`config.mk`:
```
export PLATFORM = sky130hd
export DESIGN_NAME = pinmux_ctrl
export DESIGN_NICKNAME = d
export VERILOG_FILES = /design/src/rtl/pinmux_pkg.sv /design/src/rtl/pinmux_pin.sv /design/src/rtl/pinmux_ctrl.sv
export SDC_FILE = /design/constraint.sdc
export NUM_CORES = 1
export LEC_CHECK = 0
export CAP_MARGIN = 10
export CORE_AREA = 2 2 260 262
export DETAILED_ROUTE_END_ITERATION = 16
export DIE_AREA = 0 0 262 264
export GPL_TIMING_DRIVEN = 0
export SLEW_MARGIN = 20
export SYNTH_ARGS = -nofsm -noshare
export SYNTH_HDL_FRONTEND = slang
export SYNTH_SLANG_ARGS = --single-unit
```
`constraint.sdc`:
```
create_clock -name clk -period 1.7 [get_ports clk]
set_clock_uncertainty 0.1 [all_clocks]
set_input_delay 0.255 -clock clk [delete_from_list [all_inputs] [get_ports clk]]
set_output_delay 0.255 -clock clk [all_outputs]
set_load 0.005 [all_outputs]
```
`src/rtl/pinmux_pkg.sv`:
```
// Shared types and constants for the pad multiplexer.
package pinmux_pkg;

   // Per-pin function-switch state.
   typedef enum logic {
      ACTIVE = 1'b0,
      SWITCH = 1'b1
   } pin_state_e;

   // Well-known function indices on every pad.
   localparam int FN_GPIO = 0;
   localparam int FN_SPI  = 1;
   localparam int FN_I2C  = 2;
   localparam int FN_PWM  = 3;

   // Width of one function-select field; at least one bit.
   function automatic int fsel_w(input int num_funcs);
      return (num_funcs > 1) ? $clog2(num_funcs) : 1;
   endfunction

endpackage

```
`src/rtl/pinmux_pin.sv`:
```
// One pad: break-before-make FSM, output register, input sync/filter and input fan-out.
module pinmux_pin
   import pinmux_pkg::*;
#(
   parameter int                   NUM_FUNCS   = 4,
   parameter int                   SYNC_STAGES = 2,
   parameter int                   BBM_CYCLES  = 2,
   parameter int                   FILT_CYCLES = 4,
   parameter logic [NUM_FUNCS-1:0] ALT_IDLE    = '1,
   localparam int                  FSEL_W      = fsel_w(NUM_FUNCS)
) (
   input  logic                 clk,
   input  logic                 reset_n,
   input  logic [FSEL_W-1:0]    func_sel_i,
   input  logic                 lock_i,
   input  logic                 filt_en_i,
   output logic [FSEL_W-1:0]    func_cur_o,
   output logic                 switching_o,
   output logic                 illegal_o,
   input  logic [NUM_FUNCS-1:0] fn_out_i,
   input  logic [NUM_FUNCS-1:0] fn_oen_i,
   output logic [NUM_FUNCS-1:0] fn_in_o,
   input  logic                 pad_in_i,
   output logic                 pad_out_o,
   output logic                 pad_oen_o
);

   localparam int CNT_W  = $clog2(BBM_CYCLES + 1);
   localparam int FCNT_W = (FILT_CYCLES > 1) ? $clog2(FILT_CYCLES) : 1;
   localparam logic [CNT_W-1:0]  BBM_LD   = CNT_W'(BBM_CYCLES);
   localparam logic [FCNT_W-1:0] FILT_TOP = FCNT_W'(FILT_CYCLES - 1);

   pin_state_e        state_q, state_d;
   logic [FSEL_W-1:0] cur_q, cur_d;
   logic [FSEL_W-1:0] target_q, target_d;
   logic [CNT_W-1:0]  cnt_q, cnt_d;
   logic [FSEL_W-1:0] sel_legal;
   logic              sel_ok;

   logic              pad_o_q, pad_o_d;
   logic              pad_oen_q, pad_oen_d;
   logic              force_z;

   logic [SYNC_STAGES-1:0] sync_q;
   logic                   synced;
   logic                   filt_q, filt_d;
   logic [FCNT_W-1:0]      fcnt_q, fcnt_d;
   logic                   filt_en_q;
   logic                   in_val;

   // Out-of-range selections fall back to GPIO.
   assign sel_ok    = (int'(func_sel_i) < NUM_FUNCS);
   assign sel_legal = sel_ok ? func_sel_i : '0;
   assign illegal_o = ~sel_ok & ~lock_i;

   // Next-state logic: start, restart or finish a break-before-make window.
   always_comb begin
      state_d  = state_q;
      cur_d    = cur_q;
      target_d = target_q;
      cnt_d    = cnt_q;
      case (state_q)
         ACTIVE: begin
            if (!lock_i && sel_legal != cur_q) begin
               state_d  = SWITCH;
               target_d = sel_legal;
               cnt_d    = BBM_LD;
            end
         end
         SWITCH: begin
            if (!lock_i && sel_legal != target_q) begin
               target_d = sel_legal;
               cnt_d    = BBM_LD;
            end else if (cnt_q == CNT_W'(1)) begin
               cur_d   = target_q;
               cnt_d   = '0;
               state_d = ACTIVE;
            end else begin
               cnt_d = cnt_q - 1'b1;
            end
         end
         default: state_d = ACTIVE;
      endcase
   end

   // FSM state, applied function, latched target and window counter.
   always_ff @(posedge clk or negedge reset_n) begin
      if (!reset_n) begin
         state_q  <= ACTIVE;
         cur_q    <= '0;
         target_q <= '0;
         cnt_q    <= '0;
      end else begin
         state_q  <= state_d;
         cur_q    <= cur_d;
         target_q <= target_d;
         cnt_q    <= cnt_d;
      end
   end

   // Pad is held high-Z on entry to, during, and on the exit cycle of a window,
   // so the old function never drives after the selection has moved.
   always_comb begin
      force_z   = (state_q == SWITCH) || (state_d == SWITCH);
      pad_o_d   = force_z ? 1'b0 : fn_out_i[cur_q];
      pad_oen_d = force_z ? 1'b1 : fn_oen_i[cur_q];
   end

   // Registered pad drive.
   always_ff @(posedge clk or negedge reset_n) begin
      if (!reset_n) begin
         pad_o_q   <= 1'b0;
         pad_oen_q <= 1'b1;
      end else begin
         pad_o_q   <= pad_o_d;
         pad_oen_q <= pad_oen_d;
      end
   end

   // Input synchroniser chain and registered filter enable.
   always_ff @(posedge clk or negedge reset_n) begin
      if (!reset_n) begin
         sync_q    <= '1;
         filt_en_q <= 1'b0;
      end else begin
         sync_q    <= {sync_q[SYNC_STAGES-2:0], pad_in_i};
         filt_en_q <= filt_en_i;
      end
   end

   assign synced = sync_q[SYNC_STAGES-1];

   // Glitch filter: follow the input only after FILT_CYCLES differing samples in a row.
   always_comb begin
      filt_d = filt_q;
      fcnt_d = fcnt_q;
      if (synced == filt_q) begin
         fcnt_d = '0;
      end else if (fcnt_q == FILT_TOP) begin
         filt_d = synced;
         fcnt_d = '0;
      end else begin
         fcnt_d = fcnt_q + 1'b1;
      end
   end

   // Filter state runs continuously so toggling the enable never loses history.
   always_ff @(posedge clk or negedge reset_n) begin
      if (!reset_n) begin
         filt_q <= 1'b1;
         fcnt_q <= '0;
      end else begin
         filt_q <= filt_d;
         fcnt_q <= fcnt_d;
      end
   end

   assign in_val = filt_en_q ? filt_q : synced;

   // Only the applied function sees the pad; everything idles during a window.
   always_comb begin
      for (int f = 0; f < NUM_FUNCS; f++) begin
         fn_in_o[f] = (state_q == ACTIVE && cur_q == FSEL_W'(f)) ? in_val : ALT_IDLE[f];
      end
   end

   assign func_cur_o  = cur_q;
   assign switching_o = (state_q == SWITCH);
   assign pad_out_o   = pad_o_q;
   assign pad_oen_o   = pad_oen_q;

endmodule

```
`src/rtl/pinmux_ctrl.sv`:
```
// Run-time pad multiplexer: per-pin function select with break-before-make,
// configuration lock and sticky illegal-select flag.
module pinmux_ctrl
   import pinmux_pkg::*;
#(
   parameter int                             NUM_PINS    = 32,
   parameter int                             NUM_FUNCS   = 4,
   parameter int                             SYNC_STAGES = 2,
   parameter int                             BBM_CYCLES  = 2,
   parameter int                             FILT_CYCLES = 4,
   parameter logic [NUM_PINS*NUM_FUNCS-1:0]  ALT_IDLE    = '1,
   localparam int                            FSEL_W      = fsel_w(NUM_FUNCS)
) (
   input  logic                          clk,
   input  logic                          reset_n,
   input  logic [NUM_PINS*FSEL_W-1:0]    func_sel,
   input  logic [NUM_PINS-1:0]           filt_en,
   input  logic                          cfg_lock,
   input  logic                          err_clr,
   output logic [NUM_PINS*FSEL_W-1:0]    func_cur,
   output logic [NUM_PINS-1:0]           switching,
   output logic                          cfg_err,
   input  logic [NUM_PINS*NUM_FUNCS-1:0] fn_o,
   input  logic [NUM_PINS*NUM_FUNCS-1:0] fn_oen,
   output logic [NUM_PINS*NUM_FUNCS-1:0] fn_i,
   input  logic [NUM_PINS-1:0]           pad_i,
   output logic [NUM_PINS-1:0]           pad_o,
   output logic [NUM_PINS-1:0]           pad_oen
);

   logic                lock_q, lock_d;
   logic                err_q, err_d;
   logic [NUM_PINS-1:0] pin_illegal;

   for (genvar p = 0; p < NUM_PINS; p++) begin : g_pin
      pinmux_pin #(
         .NUM_FUNCS  (NUM_FUNCS),
         .SYNC_STAGES(SYNC_STAGES),
         .BBM_CYCLES (BBM_CYCLES),
         .FILT_CYCLES(FILT_CYCLES),
         .ALT_IDLE   (ALT_IDLE[p*NUM_FUNCS +: NUM_FUNCS])
      ) u_pin (
         .clk        (clk),
         .reset_n    (reset_n),
         .func_sel_i (func_sel[p*FSEL_W +: FSEL_W]),
         .lock_i     (lock_q),
         .filt_en_i  (filt_en[p]),
         .func_cur_o (func_cur[p*FSEL_W +: FSEL_W]),
         .switching_o(switching[p]),
         .illegal_o  (pin_illegal[p]),
         .fn_out_i   (fn_o[p*NUM_FUNCS +: NUM_FUNCS]),
         .fn_oen_i   (fn_oen[p*NUM_FUNCS +: NUM_FUNCS]),
         .fn_in_o    (fn_i[p*NUM_FUNCS +: NUM_FUNCS]),
         .pad_in_i   (pad_i[p]),
         .pad_out_o  (pad_o[p]),
         .pad_oen_o  (pad_oen[p])
      );
   end

   // Lock is sticky; an illegal select beats a simultaneous clear.
   always_comb begin
      lock_d = lock_q | cfg_lock;
      err_d  = err_q;
      if (|pin_illegal) begin
         err_d = 1'b1;
      end else if (err_clr) begin
         err_d = 1'b0;
      end
   end

   // Lock and error flag registers.
   always_ff @(posedge clk or negedge reset_n) begin
      if (!reset_n) begin
         lock_q <= 1'b0;
         err_q  <= 1'b0;
      end else begin
         lock_q <= lock_d;
         err_q  <= err_d;
      end
   end

   assign cfg_err = err_q;

endmodule

```
After elaboration in Yosys (flattened, before gate mapping)
Cells that the tools add are included.

Flip-flop bits (word level): 481. Latch bits: 0. Bits in writable memories: 0. Bits in read-only memories: 0. Input bits: 388. Output and inout port bits: 289. Word-level logic and storage cells: 1955. Memories kept: 0.

Add/subtract/negate cells: 64. Multiply operators: 0. Div/mod/pow operators: 0. $lt $le $gt $ge: 32. Equal/unequal tests: 320. Shifts and indexed selects: 0. Muxes and demuxes: 768. Bitwise gates (word level): 97. Reduce and logical (&&, ||, !) cells: 353.

Operators by type and width (count): $mux W2 (224); $mux W1 (384); $pmux W2 S2 (64); $eq A2 B2 Y1 const B (96); $logic_and A1 B1 Y1 (192); $bmux W1 S2 (64); $eq A2 B1 Y1 const B (64); $ne A2 B2 Y1 (64); $reduce_and A2 Y1 (64); $lt A2 B3 Y1 const B (32); $not A1 Y1 (96); $reduce_and A3 Y1 (32); $add A2 B1 Y2 const B (32); $logic_not A2 Y1 (32); $ne A2 B1 Y1 const B (32); $ne A2 B2 Y1 const B (32); $pmux W1 S2 (32); $sub A2 B1 Y2 const B (32); $eq A1 B1 Y1 (32); $logic_or A1 B1 Y1 (32); $logic_not A1 Y1 (1); $or A1 B1 Y1 (1).

Longest topological paths before layout
Depth in word-level cells: 6. Gate-level depth with buffers: 5. Mapped depth without buffers: 5.

By module
Synthesis repeated with hierarchy kept, for this count alone.

Cell total of the unflattened synthesis: 1903. Area, all modules: 23935.5 um^2.

Modules (own cells, without submodules): pinmux_pin (g_pin[10].u_pin ...) (times used 31, cells an instance 59, area an instance 743.2 um^2, sequential area each 380.4 um^2); pinmux_pin (g_pin[0].u_pin) (times used 1, cells an instance 58, area an instance 750.7 um^2, sequential area each 380.4 um^2); pinmux_ctrl (times used 1, cells an instance 16, area an instance 145.1 um^2, sequential area each 50.0 um^2).

Worst setup path after synthesis
OpenSTA, ideal clock, no wires.

Kind: reg-to-reg. Start: reg g_pin[5].u_pin.cur_q[0]. End: reg g_pin[5].u_pin.target_q[0]. Setup time: 0.125 ns. Data arrival time: 1.262 ns. Required time: 1.475 ns. Slack: 0.213 ns. Stages on the path, launching flop included: 6. Path buffers: 1. Clock period less this slack: 1.487 ns. Path through: dfrtp_1 -> buf_4 -> xor2_1 -> nor2_1 -> a21oi_1 -> mux2_2.

Cells in the longest elaborated chain, start to end: 4.

RTL lines: from (decl) (line pinmux_pin.sv:34) `logic [FSEL_W-1:0] cur_q, cur_d;`; from (signal assigned) (line pinmux_pin.sv:95) `cur_q <= cur_d;`; $ne A2 B2 Y1 (line pinmux_pin.sv:64) `if (!lock_i && sel_legal != cur_q) begin`; $logic_and A1 B1 Y1 (line pinmux_pin.sv:64); $ne A2 B1 Y1 (no line); $reduce_and A2 Y1 (no line); to (signal assigned) (line pinmux_pin.sv:96) `target_q <= target_d;`; to (decl) (line pinmux_pin.sv:35) `logic [FSEL_W-1:0] target_q, target_d;`.

No other way between the ends. A chain may end at the register's enable or synchronous reset.

Worst setup path after layout
Start: reg g_pin[9].u_pin.sync_q[1]. End: out fn_i[39].

Cells in the longest elaborated chain, start to end: 2.

RTL lines: from (decl) (line pinmux_pin.sv:44) `logic [SYNC_STAGES-1:0] sync_q;`; from (signal assigned) (line pinmux_pin.sv:126) `sync_q <= {sync_q[SYNC_STAGES-2:0], pad_in_i};`; $mux W1 (line pinmux_pin.sv:158) `assign in_val = filt_en_q ? filt_q : synced;`; $mux W1 (line pinmux_pin.sv:163) `fn_in_o[f] = (state_q == ACTIVE && cur_q == FSEL_W'(f)) ? in_val : ALT_IDLE[f];`; to (decl) (line pinmux_ctrl.sv:25) `output logic [NUM_PINS*NUM_FUNCS-1:0] fn_i,`.

No other way between the ends.

==> impl_metrics.csv <==
group,metric,value,unit
yosys,synth_top_area_share,37.5,%
timing,holdWs,-0.401,ns
cts,path_clk_slew,0.06,ns
yosys,synthArstFlopShare,100,%
timing,rsz0062_at_grt,"true",
power,power.density,1570,nW/um^2
cts,cts_root_buffer,"clkbuf_16",
global_routing,grt_usage,19.1,%
yosys,syn_area,23600,um^2
timing,setup_viol,134,
power,swShare,32.3,%
floorplan,die_w,262,um
floorplan,initial_core_util,35.4,%
timing,slew_headroom,52.3,%
cts,cts_tree,"done",
final_layout,layout.cells.non_filler,3705,
worst_setup_path,start_kind,"register",
final_layout,syn_to_final_growth,48.0,%
global_routing,grt_max_degree,103,
detailed_routing,vias,17300,
yosys,ys_seq_area_share,51.7,%
detailed_routing,avgViaCountPerCell,4.66,
worst_hold_path,hold_class,"input pin to async pin",
yosys,synth_commonest_cells,"dfrtp_1 (353), mux2_2 (167), buf_4 (143)",
yosys,synthCells,1895,
yosys,ys.flop_type,"dfrtp_1",
cts,htree_num_levels,2,
power,power.internal,37.1,mW
floorplan,fp.dieH,264,um
power,combPwrFrac,45.5,%
timing,hold_viol_final,73,
power,p_seq_share,33.6,%
power,ir_drop,865,uV
cts,cts_buffers,53,
timing,fin_crit_sh,131,%
cts,cts_num_sinks,481,
detailed_routing,antenna_left,0,
yosys,synth_edf_count,0,
cts,clk_latency,0.58,ns
outcome,status,"finished with violations",
detailed_routing,drt_iter0_markers,574,
yosys,yosysUniqueCellTypes,42,
worst_setup_path,worst_setup_path_end_kind,"primary output",
worst_setup_path,worst-setup-path-type,"register to primary output",
cts,cts_hold_buf,59,
job,maxCapViolations,0,
global_routing,grt-ovfl-total,0,
yosys,syn_nets,2347,
placement,place_inst,3446,
yosys,synth-seq-cells,481,
detailed_routing,wire_per_inst,18.1,um
floorplan,core_area,66600,um^2
cts,cts_buffer_depth,3,
global_routing,grt_first_pass_wirelength,103,mm
power,clockPowerShare,20.9,%
outcome,violations,"negative hold slack, negative setup slack",
timing,post-route-min-period,2.23,ns
yosys,yosysMostFrequentCell,"dfrtp_1",
detailed_routing,drc,0,
timing,slew_viol_final,0,
global_routing,antenna_found_initial,10,
yosys,yosysTopAreaCell,"dfrtp_1",
detailed_routing,wl,66.9,mm
floorplan,ios,677,
timing,fmax,448,MHz
yosys,avgSynthCellArea,12.4,um^2
yosys,yosysWarnings,0,
final_layout,n_fill_cell,5809,
yosys,synth_area_leaders,"dfrtp_1 (37%), dfstp_2 (14%), mux2_2 (8.0%)",
power,p_switching,17.7,mW
placement,place_congestion,0.863,
worst_setup_path,cp_data_arrival_time,1.88,ns
floorplan,die-area,69200,um^2
worst_setup_path,worstPathRequired,1.34,ns
final_layout,drive_gt1_share,40.2,%
detailed_routing,first_pass_iters,4,
final_layout,num-nets-final,3237,
worst_setup_path,crit_path_max_fanout,3,
placement,dp_hpwl,49.9,mm
timing,setup_ws,-0.531,ns
final_layout,fin_util,52.4,%
timing,worst_pin_slew,0.716,ns
global_routing,grt_pass1_vias,18700,
placement,numPortBuffers,674,
power,total_power,54.8,mW
floorplan,rows,95,
power,leakage,15.0,nW
-- area by class of cell --
| cell class | count | area [um^2] | area share (%) |
|---|---|---|---|
| Tap cell | 873 | 1090 | 3.13 |
| Inverter | 63 | 239 | 0.685 |
| Multi-Input combinational cell | 1179 | 10500 | 30.1 |
| Clock inverter | 15 | 185 | 0.531 |
| Buffer | 146 | 1170 | 3.37 |
| Clock buffer | 83 | 1560 | 4.47 |
| Sequential cell | 481 | 12200 | 35.0 |
| Antenna cell | 4 | 10.0 | 0.0287 |
| Timing Repair Buffer | 861 | 7900 | 22.6 |
-- layer usage --
layer | up-vias | wire, um | GRT usage (%)
met5 | - | 68 | 0
met2 | 494 | 35300 | 35.6
met3 | 112 | 4620 | 4.68
met1 | 8487 | 25100 | 21.4
met4 | 12 | 1770 | 5.30
li1 | 8147 | - | -
-- what timing repair did --
item                                    in CTS  in global routing
hold endpoints to repair                   133                 66
setup buffers                              111                 29
endpoints found under the setup margin     300                180
resized for setup                         1106                146
pin swaps                                   92                 55
-- power by group through the flow --
| stage | Sequential, mW | Combinational (mW) | Clock, mW |
|---|---|---|---|
| after CTS | 18.4 | 24.2 | 11.9 |
| after global routing | 18.9 | 27.4 | 12.4 |
| after global placement | 18.4 | 23.3 | 0 |
| after detailed placement | 18.5 | 23.9 | 0 |
| final | 18.4 | 24.9 | 11.5 |
| after floorplan | 17.9 | 13.9 | 0 |
-- registers in the layout, indices dropped and copies added (netlist names), 64 cells and up --
signal                  cells
g_pin.u_pin.cnt_q          64
g_pin.u_pin.sync_q         64
g_pin.u_pin.func_cur_o     64
g_pin.u_pin.target_q       64
g_pin.u_pin.fcnt_q         64
-- kinds of logic after synthesis --
logic type               share of synthesized area [%]
AND/OR/NAND/NOR                                   11.7
flip-flops                                        51.7
multiplexers                                      15.9
buffers and inverters                             6.67
XOR/XNOR                                          5.95
AO/OA/AOI/OAI                                     4.59
adder cells (fa/ha/maj)                           3.40
other                                           0.0159
-- cells in the final DEF (no fill, tap or decap), types with 19 or more instances in the layout --
cell type and instances:
nor2_2 36, nor3_1 83, xnor2_1 88, nor2b_4 25
nor2_1 89, or3_1 19, buf_6 140, mux2_2 167
dlygate4sd2_1 55, nand2b_1 43, nand2_1 89, mux4_2 59
and2_1 40, a21oi_2 57, dfrtp_1 336, ha_1 64
buf_4 184, buf_2 140, dlygate4sd3_1 59, nor2b_1 26
clkdlybuf4s15_1 31, xor2_1 71, dfstp_2 128, clkdlybuf4s50_1 385
a21oi_1 35, clkbuf_16 53, o21a_1 27, inv_1 59
-- stage by stage --
step | setup WS [ns] | instance area, um^2 | hold WS [ns] | setup TNS [ns]
3_5_place_dp | -0.671 | 31500 | 0.246 | -89.88
2_1_floorplan | 0.213 | 23600 | -0.141 | 0
6_report | -0.531 | 34900 | -0.401 | -44.38
4_1_cts | -0.620 | 34400 | -0.403 | -53.43
5_1_grt | -0.603 | 34900 | -0.374 | -56.94
3_3_place_gp | -20.68 | 31400 | 0.245 | -9164.44
-- critical path, cell delays in order, from the launching register on --
cell	delay, ns
dfstp_2	0.37
nor2b_4	0.11
a211o_1	0.32
buf_6	0.14
buf_6	0.10
inv_2	0.04
nand3_2	0.09
buf_6	0.13
-- final timing paths --
| path | startpoint | end | slack (ns) | depth (start not counted) |
|---|---|---|---|---|
| max | g_pin[9].u_pin.sync_q[1] | fn_i[39] | -0.53 | 7 |
| min | reset_n | g_pin[31].u_pin.filt_en_q | -0.40 | 1 |
| max reg2reg | lock_q | g_pin[2].u_pin.target_q[0] | 0.05 | 5 |
| min reg2reg | g_pin[25].u_pin.sync_q[0] | g_pin[25].u_pin.sync_q[1] | 0.25 | 0 |
| max in group asynchronous | reset_n | g_pin[7].u_pin.filt_en_q | 0.47 | 3 |
| min in group clk | filt_en[28] | g_pin[28].u_pin.filt_en_q | 0.04 | 1 |
No activity file was read; power rests on OpenSTA's default activity.
==> edit (same flow settings) <==
Reset style: synchronous (`reset_n`), changed in 5 clocked blocks.
--- a/src/rtl/pinmux_pin.sv
+++ b/src/rtl/pinmux_pin.sv
@@ -86,3 +86,3 @@
    // FSM state, applied function, latched target and window counter.
-   always_ff @(posedge clk or negedge reset_n) begin
+   always_ff @(posedge clk) begin
       if (!reset_n) begin
@@ -109,3 +109,3 @@
    // Registered pad drive.
-   always_ff @(posedge clk or negedge reset_n) begin
+   always_ff @(posedge clk) begin
       if (!reset_n) begin
@@ -120,3 +120,3 @@
    // Input synchroniser chain and registered filter enable.
-   always_ff @(posedge clk or negedge reset_n) begin
+   always_ff @(posedge clk) begin
       if (!reset_n) begin
@@ -147,3 +147,3 @@
    // Filter state runs continuously so toggling the enable never loses history.
-   always_ff @(posedge clk or negedge reset_n) begin
+   always_ff @(posedge clk) begin
       if (!reset_n) begin
--- a/src/rtl/pinmux_ctrl.sv
+++ b/src/rtl/pinmux_ctrl.sv
@@ -71,3 +71,3 @@
    // Lock and error flag registers.
-   always_ff @(posedge clk or negedge reset_n) begin
+   always_ff @(posedge clk) begin
       if (!reset_n) begin
Check against the original RTL: not equivalent (Yosys sat finds a counterexample within 4 cycles, from zero or initial values and one cycle with reset_n low; the reset may be asserted at any time).
==> edit against the original RTL <==
The flow finishes with violations (negative setup slack); highest routed layer unchanged; cell area rose by 1.6%; hold slack improved by 0.50 ns; area after synthesis rose by 1.5%; wire length rose by 44%; sequential cell count did not move; worst setup slack got worse by 0.045 ns; first-iteration DRC count rose by 68%.
Power is not compared: it rests on default switching activity, and its combinational part moved more than twofold at a synthesized area within 25%.
==> edit: results (changes against the original RTL) <==
Final Hold Fails=0 (-100%); worst r2r src=lock_q; Worst Setup EP=fn_i[99]; Async SR Flop Fraction=0 (-1.00); sequential area share after synthesis=0.402 (-0.115); initial antenna violation count=18 (+8); Post-Syn Nets=2753 (+17%); critical path data arrival time=1.92 ns (+0.04 ns); Num CTS Buffers=54 (+1.9%); hold crit path type=primary input to register; critical path launch point=g_pin[24].u_pin.filt_en_q; layout cell share with drive strength beyond 1=0.331 (-0.0708); list of most frequent post-synthesis cells=481 x dfxtp_1, 298 x nand2_1, 160 x mux2i_1; Slew HR=0.169 (-0.354); fill count=5955 (+2.5%); Lkg Pwr=14.4 nW; Final Routed Wirelength=96.1 mm (+44%); first-pass GRT wire length=138 mm (+34%); drt pass-1 iters=5 (+1); switching share of power=0.266; Detail Placement HPWL=69.1 mm (+39%); DP Cell Count=3847 (+12%); Iter 0 DRT Violations=963 (+68%); vias in the first global route=21614 (+15%); DR vias=20540 (+19%); failing checks=negative setup slack; Vias/cell=5.00 (+7.4%); Final setup viols=129 (-3.7%); Yosys cell types=46 (+9.5%); Mean Syn Cell Area=10.4 µm² (-16%); clk_lat worst skew=0.61 ns (+0.03 ns); final worst slack=-0.577 ns (-0.0451 ns); GRT Total Usage=0.270 (+0.0788); Place WS=-0.945 ns (-0.274 ns); Placer Congestion=0.896 (+3.9%); Final #Nets=3634 (+12%); largest cells by area after synthesis=dfxtp_1 40%, mux2i_1 6.7%, mux4_2 6.0%; area post-placement=0.0318 mm² (+0.77%); largest net degree at the start of global routing=15 (-85%); reg2reg end=g_pin[26].u_pin.target_q[1]; outcome=finished with violations
-- edit: worst max-delay path, stage by stage (launching register included) --
cell and delay (ns):
dfxtp_1 0.40, nor2b_4 0.06, a211o_1 0.35, buf_6 0.16, buf_6 0.10, inv_2 0.04, nand3_2 0.06, buf_2 0.13
-- edit: through the flow --
step | TNS [ns] | power, mW
floorplan | 0 | 15.2
global placement | -150.60 | 17.5
detailed placement | -123.53 | 17.6
CTS | -53.12 | 30.5
global route | -59.29 | 31.6
finish | -50.26 | 30.5
-- edit: kinds of logic after synthesis --
group,after synthesis,share of synthesized area
simple gates,842,0.211
other cells,1,0.000157
buf+inv,284,0.0684
xor+xnor,160,0.0586
compound gates,213,0.0726
mux,256,0.154
flops,481,0.402
fa+ha+maj,64,0.0335
-- edit: worst min-delay path by stage --
stage	from	depth (start not counted)	end	slack [ns]
floorplan	pad_i[0]	1	g_pin[0].u_pin.sync_q[0]	0.26
global placement	g_pin[30].u_pin.sync_q[0]	1	g_pin[30].u_pin.sync_q[1]	0.29
CTS	pad_i[29]	2	g_pin[29].u_pin.sync_q[0]	0.06
finish	pad_i[29]	2	g_pin[29].u_pin.sync_q[0]	0.09
global route	pad_i[3]	2	g_pin[3].u_pin.sync_q[0]	0.08
detailed placement	g_pin[5].u_pin.sync_q[0]	1	g_pin[5].u_pin.sync_q[1]	0.29
-- edit: repair_timing --
action	4_1_cts	5_1_grt
buffers inserted	155	20
pin swaps	62	29
gates resized for setup	1130	107
cloned	0	0
endpoints found under the setup margin	377	230
-- edit: per-layer routing --
metal / routed length (µm) / vias up / global-route usage
li1: - / 9671 / -
met1: 40500 / 10069 / 0.337
met5: 54 / - / 0
met2: 47300 / 657 / 0.471
met3: 5350 / 135 / 0.0432
met4: 2840 / 8 / 0.0901
-- edit: layout make-up --
class / count / area, µm² / share of cell area
Multi-Input combinational cell: 1536 / 13500 / 0.380
Buffer: 218 / 1410 / 0.0398
Inverter: 50 / 190 / 0.00536
Timing Repair Buffer: 841 / 7580 / 0.214
Tap cell: 873 / 1090 / 0.0308
Clock buffer: 72 / 1530 / 0.0431
Clock inverter: 26 / 327 / 0.00921
Antenna cell: 10 / 25.0 / 0.000706
Sequential cell: 481 / 9830 / 0.277
-- edit: power groups by stage --
stage	Clock, mW	Sequential, mW	Combinational, mW
finish	12.4	12.3	5.86
global route	13.0	12.3	6.26
CTS	12.6	12.2	5.73
detailed placement	0	12.6	5.05
global placement	0	12.6	4.92
floorplan	0	12.5	2.73
